`config.mk`:
```
export PLATFORM = sky130hd
export DESIGN_NAME = collision_scanner
export DESIGN_NICKNAME = d
export VERILOG_FILES = /design/src/rtl/game_pkg.sv /design/src/rtl/aabb_overlap.sv /design/src/rtl/collision_scanner.sv
export SDC_FILE = /design/constraint.sdc
export NUM_CORES = 1
export LEC_CHECK = 0
export ABC_AREA = 1
export CORE_MARGIN = 2
export CORE_UTILIZATION = 40
export CTS_CLUSTER_DIAMETER = 80
export DETAILED_ROUTE_END_ITERATION = 12
export PLACE_DENSITY = 0.71
export SYNTH_ARGS = -nofsm -noshare
export SYNTH_HDL_FRONTEND = slang
export SYNTH_SLANG_ARGS = --single-unit
```
`constraint.sdc`:
```
create_clock -name clk -period 2.5 [get_ports clk]
set_input_delay 0.25 -clock clk [delete_from_list [all_inputs] [get_ports clk]]
set_output_delay 0.25 -clock clk [all_outputs]
set_load 0.01 [all_outputs]
```
`src/rtl/game_pkg.sv`:
```
// game_pkg
// Shared definitions for the collision scanner: bullet colour codes, the
// per-colour damage table, the scanner FSM state encoding and the
// "keep every bullet" mask value.
package game_pkg;

    localparam logic [2:0] COLOR_WHITE = 3'b000;
    localparam logic [2:0] COLOR_GREEN = 3'b001;
    localparam logic [2:0] COLOR_BLUE  = 3'b010;

    // indexCollide value that removes nothing
    localparam logic [2:0] KEEP_ALL = 3'b111;

    typedef enum logic [2:0] {
        ST_IDLE  = 3'd0,
        ST_ADDR  = 3'd1,
        ST_CHECK = 3'd2,
        ST_APPLY = 3'd3,
        ST_SPLIT = 3'd4
    } scan_state_t;

    // Damage dealt by one hit of the given colour; unknown codes are harmless
    function automatic logic [1:0] damage_of(input logic [2:0] color);
        case (color)
            COLOR_WHITE: damage_of = 2'd1;
            COLOR_GREEN: damage_of = 2'd2;
            COLOR_BLUE:  damage_of = 2'd3;
            default:     damage_of = 2'd0;
        endcase
    endfunction

endpackage

```
`src/rtl/aabb_overlap.sv`:
```
// aabb_overlap
// Purely combinational axis-aligned box overlap test.
// Ports:
//   a_pos, a_size : box A origin {x,y} and extent {w,h}, 8 bits per field
//   b_pos, b_size : box B, same packing
//   overlap       : 1 when the boxes share interior area (touching edges do
//                   not count)
module aabb_overlap (
    input  logic [15:0] a_pos,
    input  logic [15:0] a_size,
    input  logic [15:0] b_pos,
    input  logic [15:0] b_size,
    output logic        overlap
);

    // Far edges are formed in 9 bits so a box near 0xFF never wraps around
    logic [8:0] a_x_end, a_y_end, b_x_end, b_y_end;

    assign a_x_end = {1'b0, a_pos[15:8]} + {1'b0, a_size[15:8]};
    assign a_y_end = {1'b0, a_pos[7:0]}  + {1'b0, a_size[7:0]};
    assign b_x_end = {1'b0, b_pos[15:8]} + {1'b0, b_size[15:8]};
    assign b_y_end = {1'b0, b_pos[7:0]}  + {1'b0, b_size[7:0]};

    assign overlap = ({1'b0, b_pos[15:8]} < a_x_end) &&
                     ({1'b0, a_pos[15:8]} < b_x_end) &&
                     ({1'b0, b_pos[7:0]}  < a_y_end) &&
                     ({1'b0, a_pos[7:0]}  < b_y_end);

endmodule

```
`src/rtl/collision_scanner.sv`:
```
// collision_scanner
// Once per frame tick, walks the bullet slots, tests each live bullet
// against the player box, applies the summed damage to hp and reports which
// bullets must be removed.
// Ports:
//   clk, rst              : clock, asynchronous active-high reset
//   start, isRun          : frame tick request / game running (low aborts)
//   player_pos/size       : player box {x,y} / {w,h}
//   index2                : slot address to the bullet store (combinational read)
//   position2, size2,
//   color2, isRender2     : slot data returned for index2
//   indexCollide          : keep-mask, bit i = 0 removes bullet i (idles 3'b111)
//   isComplete            : one-cycle pulse when the scan result is presented
//   hp, isDead, busy      : player hit points, hp == 0, scan in progress
// Configuration: define GREEN_HEAL_EN to make green bullets heal 2 hp
// (capped at HP_INIT) instead of dealing damage.
module collision_scanner
    import game_pkg::*;
#(
    parameter int NUM_BULLETS = 3,
    parameter int HP_INIT     = 100
) (
    input  logic        clk,
    input  logic        rst,
    input  logic        start,
    input  logic        isRun,
    input  logic [15:0] player_pos,
    input  logic [15:0] player_size,
    output logic [2:0]  index2,
    input  logic [15:0] position2,
    input  logic [15:0] size2,
    input  logic [2:0]  color2,
    input  logic        isRender2,
    output logic [2:0]  indexCollide,
    output logic        isComplete,
    output logic [7:0]  hp,
    output logic        isDead,
    output logic        busy
);

    localparam logic [7:0] HP_RESET  = HP_INIT[7:0];
    localparam logic [2:0] LAST_SLOT = 3'(NUM_BULLETS - 1);
    localparam logic [2:0] FULL_MASK = 3'((1 << NUM_BULLETS) - 1);
    localparam logic [2:0] TOP_BIT   = 3'(1 << (NUM_BULLETS - 1));

    scan_state_t state_reg;
    logic [2:0]  slot_reg;
    logic [2:0]  hitmask_reg;
    logic [7:0]  dmg_reg;
`ifdef GREEN_HEAL_EN
    logic [7:0]  heal_reg;
`endif
    logic [7:0]  hp_reg;
    logic [2:0]  index_collide_reg;
    logic        complete_reg;

    logic        overlap;
    logic        hit;
    logic [7:0]  hp_next;
    int          hp_net;

    aabb_overlap u_overlap (
        .a_pos   (player_pos),
        .a_size  (player_size),
        .b_pos   (position2),
        .b_size  (size2),
        .overlap (overlap)
    );

    assign hit = overlap && isRender2;

    // Damage and healing net against each other; a dead player stays at 0
    always_comb begin
`ifdef GREEN_HEAL_EN
        hp_net = int'(hp_reg) + int'(heal_reg) - int'(dmg_reg);
`else
        hp_net = int'(hp_reg) - int'(dmg_reg);
`endif
        hp_next = hp_net[7:0];
        if (hp_reg == 8'd0 || hp_net <= 0) begin
            hp_next = 8'd0;
        end else if (hp_net > HP_INIT) begin
            hp_next = HP_RESET;
        end
    end

    always_ff @(posedge clk or posedge rst) begin
        if (rst) begin
            state_reg         <= ST_IDLE;
            slot_reg          <= 3'd0;
            hitmask_reg       <= 3'd0;
            dmg_reg           <= 8'd0;
`ifdef GREEN_HEAL_EN
            heal_reg          <= 8'd0;
`endif
            hp_reg            <= HP_RESET;
            index_collide_reg <= KEEP_ALL;
            complete_reg      <= 1'b0;
        end else begin
            // Result outputs are single-cycle events
            index_collide_reg <= KEEP_ALL;
            complete_reg      <= 1'b0;

            if (state_reg != ST_IDLE && !isRun) begin
                // Abort: drop everything gathered so far
                state_reg   <= ST_IDLE;
                slot_reg    <= 3'd0;
                hitmask_reg <= 3'd0;
                dmg_reg     <= 8'd0;
`ifdef GREEN_HEAL_EN
                heal_reg    <= 8'd0;
`endif
            end else begin
                case (state_reg)
                    ST_IDLE: begin
                        if (start && isRun) begin
                            state_reg   <= ST_ADDR;
                            slot_reg    <= 3'd0;
                            hitmask_reg <= 3'd0;
                            dmg_reg     <= 8'd0;
`ifdef GREEN_HEAL_EN
                            heal_reg    <= 8'd0;
`endif
                        end
                    end
                    // index2 is already presented; the store answers next cycle
                    ST_ADDR: state_reg <= ST_CHECK;
                    ST_CHECK: begin
                        if (hit) begin
                            hitmask_reg[slot_reg] <= 1'b1;
`ifdef GREEN_HEAL_EN
                            if (color2 == COLOR_GREEN) begin
                                heal_reg <= heal_reg + 8'd2;
                            end else begin
                                dmg_reg <= dmg_reg + 8'(damage_of(color2));
                            end
`else
                            dmg_reg <= dmg_reg + 8'(damage_of(color2));
`endif
                        end
                        if (slot_reg == LAST_SLOT) begin
                            slot_reg  <= 3'd0;
                            state_reg <= ST_APPLY;
                        end else begin
                            slot_reg  <= slot_reg + 3'd1;
                            state_reg <= ST_ADDR;
                        end
                    end
                    ST_APPLY: begin
                        hp_reg <= hp_next;
                        if (hitmask_reg == FULL_MASK) begin
                            // The bullet store cannot take an all-zero mask, so
                            // removal is split: everything but the top slot now,
                            // the top slot next cycle
                            index_collide_reg <= ~FULL_MASK | TOP_BIT;
                            state_reg         <= ST_SPLIT;
                        end else begin
                            index_collide_reg <= ~hitmask_reg;
                            complete_reg      <= 1'b1;
                            state_reg         <= ST_IDLE;
                        end
                    end
                    ST_SPLIT: begin
                        index_collide_reg <= ~TOP_BIT;
                        complete_reg      <= 1'b1;
                        state_reg         <= ST_IDLE;
                    end
                    default: state_reg <= ST_IDLE;
                endcase
            end
        end
    end

    assign index2       = slot_reg;
    assign indexCollide = index_collide_reg;
    assign isComplete   = complete_reg;
    assign hp           = hp_reg;
    assign isDead       = (hp_reg == 8'd0);
    assign busy         = (state_reg != ST_IDLE);

endmodule

```
==> results.sh <==
export IMPL_drt_iter0_markers=110
export IMPL_worst_ep_required_time_ns=2.67
export IMPL_area_growth_pct=57.6
export IMPL_cts_hold_buffers=0
export IMPL_worstPathCellList="clkdlybuf4s50_1 -> ha_4 -> a21oi_2 -> o21ai_2 -> xnor2_1 -> ha_1 -> nand2_1 -> inv_1 -> nand2_1 -> nand2_1 -> nand2_1 -> nand2_1 -> nand2_1 -> nand2_2 -> nor2_4 -> nand2_4 -> buf_8 -> nand3_2 -> nand2_1"
export IMPL_synth_area_leader_cell="ha_1"
export IMPL_yosysSeqAreaShare_pct=19.3
export IMPL_synth_nets=680
export IMPL_cts_max_level=2
export IMPL_drive_gt1_share_pct=33.2
export IMPL_critPathMaxStageDelay_ns=0.54
export IMPL_initial_core_util_pct=41.1
export IMPL_die_area_sq_um=10300
export IMPL_cts_buffers=5
export IMPL_crit_path_top_delay_cell="clkdlybuf4s50_1"
export IMPL_maxCapViolations=0
export IMPL_die_w_um=101
export IMPL_clk_pin_slew_ns=0.07
export IMPL_cts_root_buf="clkbuf_8"
export IMPL_netlist_area_leader_share_pct=23.1
export IMPL_drc=0
export IMPL_final_hold_viol_count=0
export IMPL_worstPathArrival_ns=2.62
export IMPL_clock_latency_ns=0.28
export IMPL_fin_total_pwr_mw=2.85
export IMPL_antenna_found_initial=0
export IMPL_ant_nets=0
export IMPL_dieHeight_um=101
export IMPL_finalSetupTns_ns=0
export IMPL_synth_warnings=0
export IMPL_overflow=0
export IMPL_clock_sinks=29
export IMPL_max_slew_margin_pct=74.4
export IMPL_num_vias=4105
export IMPL_pin_count=89
export IMPL_outcome="completed"
export IMPL_ir_worst_vdd_mv=0.258
export IMPL_first_pass_iters=5
export IMPL_cts_path_max_buffers=2
export IMPL_skew_ns=0.00466
export IMPL_nNetsFinal=839
export IMPL_synth_area_leaders="ha_1, dfrtp_1, nand2_1"
export IMPL_fmax_ghz=0.410
export IMPL_gp_congestion=0.861
export IMPL_hp_class="in -> async"
export IMPL_endpoint_kind="register"
export IMPL_cellLeakagePower_nw=3.03
export IMPL_hpwl_um=8520
export IMPL_final_common_cell="nand2_1"
export IMPL_final_area_sq_um=5980
export IMPL_period_share_pct=97.7
export IMPL_core_area_sq_um=9240
export IMPL_rsz0062_at_grt="true"
export IMPL_setup_viol=0
export IMPL_fill_cells=767
export IMPL_syn_inst=532
export IMPL_grt_usage_pct=21.5
export IMPL_layout_common_cells="nand2_1, inv_1, buf_4"
export IMPL_ys_types=39
export IMPL_cts_tree="done"
export IMPL_grt_pass1_vias=4198
export IMPL_synthesis_area_sq_um=3790
export IMPL_diodes=0
export IMPL_critPathBufInv=3
export IMPL_routedWlPerCell_um=13.8
export IMPL_path_delay_family="buffers and inverters"
export IMPL_critical_path_class="in -> reg"
export IMPL_routed_wl_um=11400
export IMPL_rows=35
export IMPL_powerDensity_nw_per_um2=477
export IMPL_slew_viol_final=0
export IMPL_syn_avg_cell_area_sq_um=7.13
export IMPL_ys_seq_elements=29
export IMPL_portBuffers=88
export IMPL_grt_max_degree=30
export IMPL_period_needed_ns=2.44
export IMPL_critPathMaxFanout=7
export IMPL_startpoint_type="primary input"
export IMPL_worstMarginPinSlew_ns=0.381
export IMPL_dpl_cell_area_sq_um=5250
export IMPL_grt_pass1_wl_um=18100
export IMPL_crit_top_cell="nand2_1"
export IMPL_viasPerCell=5.00
-- worst paths after layout --
kind	start	depth (start not counted)	to	slack (ns)
worst max register to register	hp[0]	15	hp[4]	0.28
worst max-delay path	position2[5]	19	hitmask_reg[0]	0.06
max in group asynchronous	rst	3	hp[5]	1.83
worst min-delay path	rst	3	isComplete	0.36
worst min register to register	hp[6]	2	hp[6]	0.51
min in group clk	hp[6]	2	hp[6]	0.51
-- metrics by stage --
step                      utilization, %  setup WS, ns  hold slack (ns)  instances
after floorplan                        -        0.0409            0.324        532
after global placement              56.8        -0.726            0.483        804
after detailed placement            56.8        -0.829            0.493        804
after CTS                           61.8       0.00292            0.379        818
after global routing                64.7        -0.108            0.394        821
final                               64.7        0.0583            0.360        821
-- cell usage after synthesis (all sizes together) --
master    n
nor3b     1
nor2     42
nand4     3
ha       70
nand2   153
o32ai     1
o211ai    1
dfrtp    23
fa        6
nand3    36
nor4      2
xor2     15
or2       2
and2      1
a21oi    47
a31oi     2
a21o      5
o21ai    11
dfstp     6
o21bai    5
nand3b    1
xnor2    13
nor3      7
buf       3
o21a      2
inv      74
-- cell families (layout without fill, tap and decap cells) --
kind of cell / Yosys count / count (layout) / share of synthesized area (%)
XOR/XNOR: 28 / 28 / 6.46
flip-flops: 29 / 29 / 19.3
AND/OR/NAND/NOR: 248 / 249 / 28.5
AO/OA/AOI/OAI: 74 / 74 / 11.5
buffers and inverters: 77 / 236 / 8.01
adder cells (fa/ha/maj): 76 / 76 / 26.3
-- layout make-up --
class	count	area [sq um]	area share (%)
Clock buffer	7	86.3	1.44
Clock inverter	1	30.0	0.502
Inverter	74	278	4.65
Multi-Input combinational cell	427	3340	55.9
Sequential cell	29	733	12.3
Tap cell	129	161	2.70
Timing Repair Buffer	154	1350	22.6
-- where the power goes --
part	switching, mW	internal, mW
logic	1.00	0.772
registers	0.0569	0.513
clock network	0.180	0.325
total	1.24	1.61
-- worst register-to-register path, delay by kind of cell (launching register included) --
family / cells / cell delay, ns
AO/OA/AOI/OAI: 1 / 0.12
adder cells (fa/ha/maj): 2 / 0.51
flip-flops: 1 / 0.42
buffers and inverters: 3 / 0.20
AND/OR/NAND/NOR: 9 / 0.86
-- layer usage --
metal,wire (um),global-route usage [%],vias up
li1,-,-,2055
met1,4610,24.9,1925
met2,6100,41.4,113
met3,541,4.00,12
met4,118,3.85,0
met5,0,0,-
-- repair_timing --
action                     CTS  global route
gates cloned                 1             0
pin swaps                   64            86
setup buffers                5             4
resized for setup          133           104
setup endpoints to repair   11            14
Power figures use the tool's default switching activity.
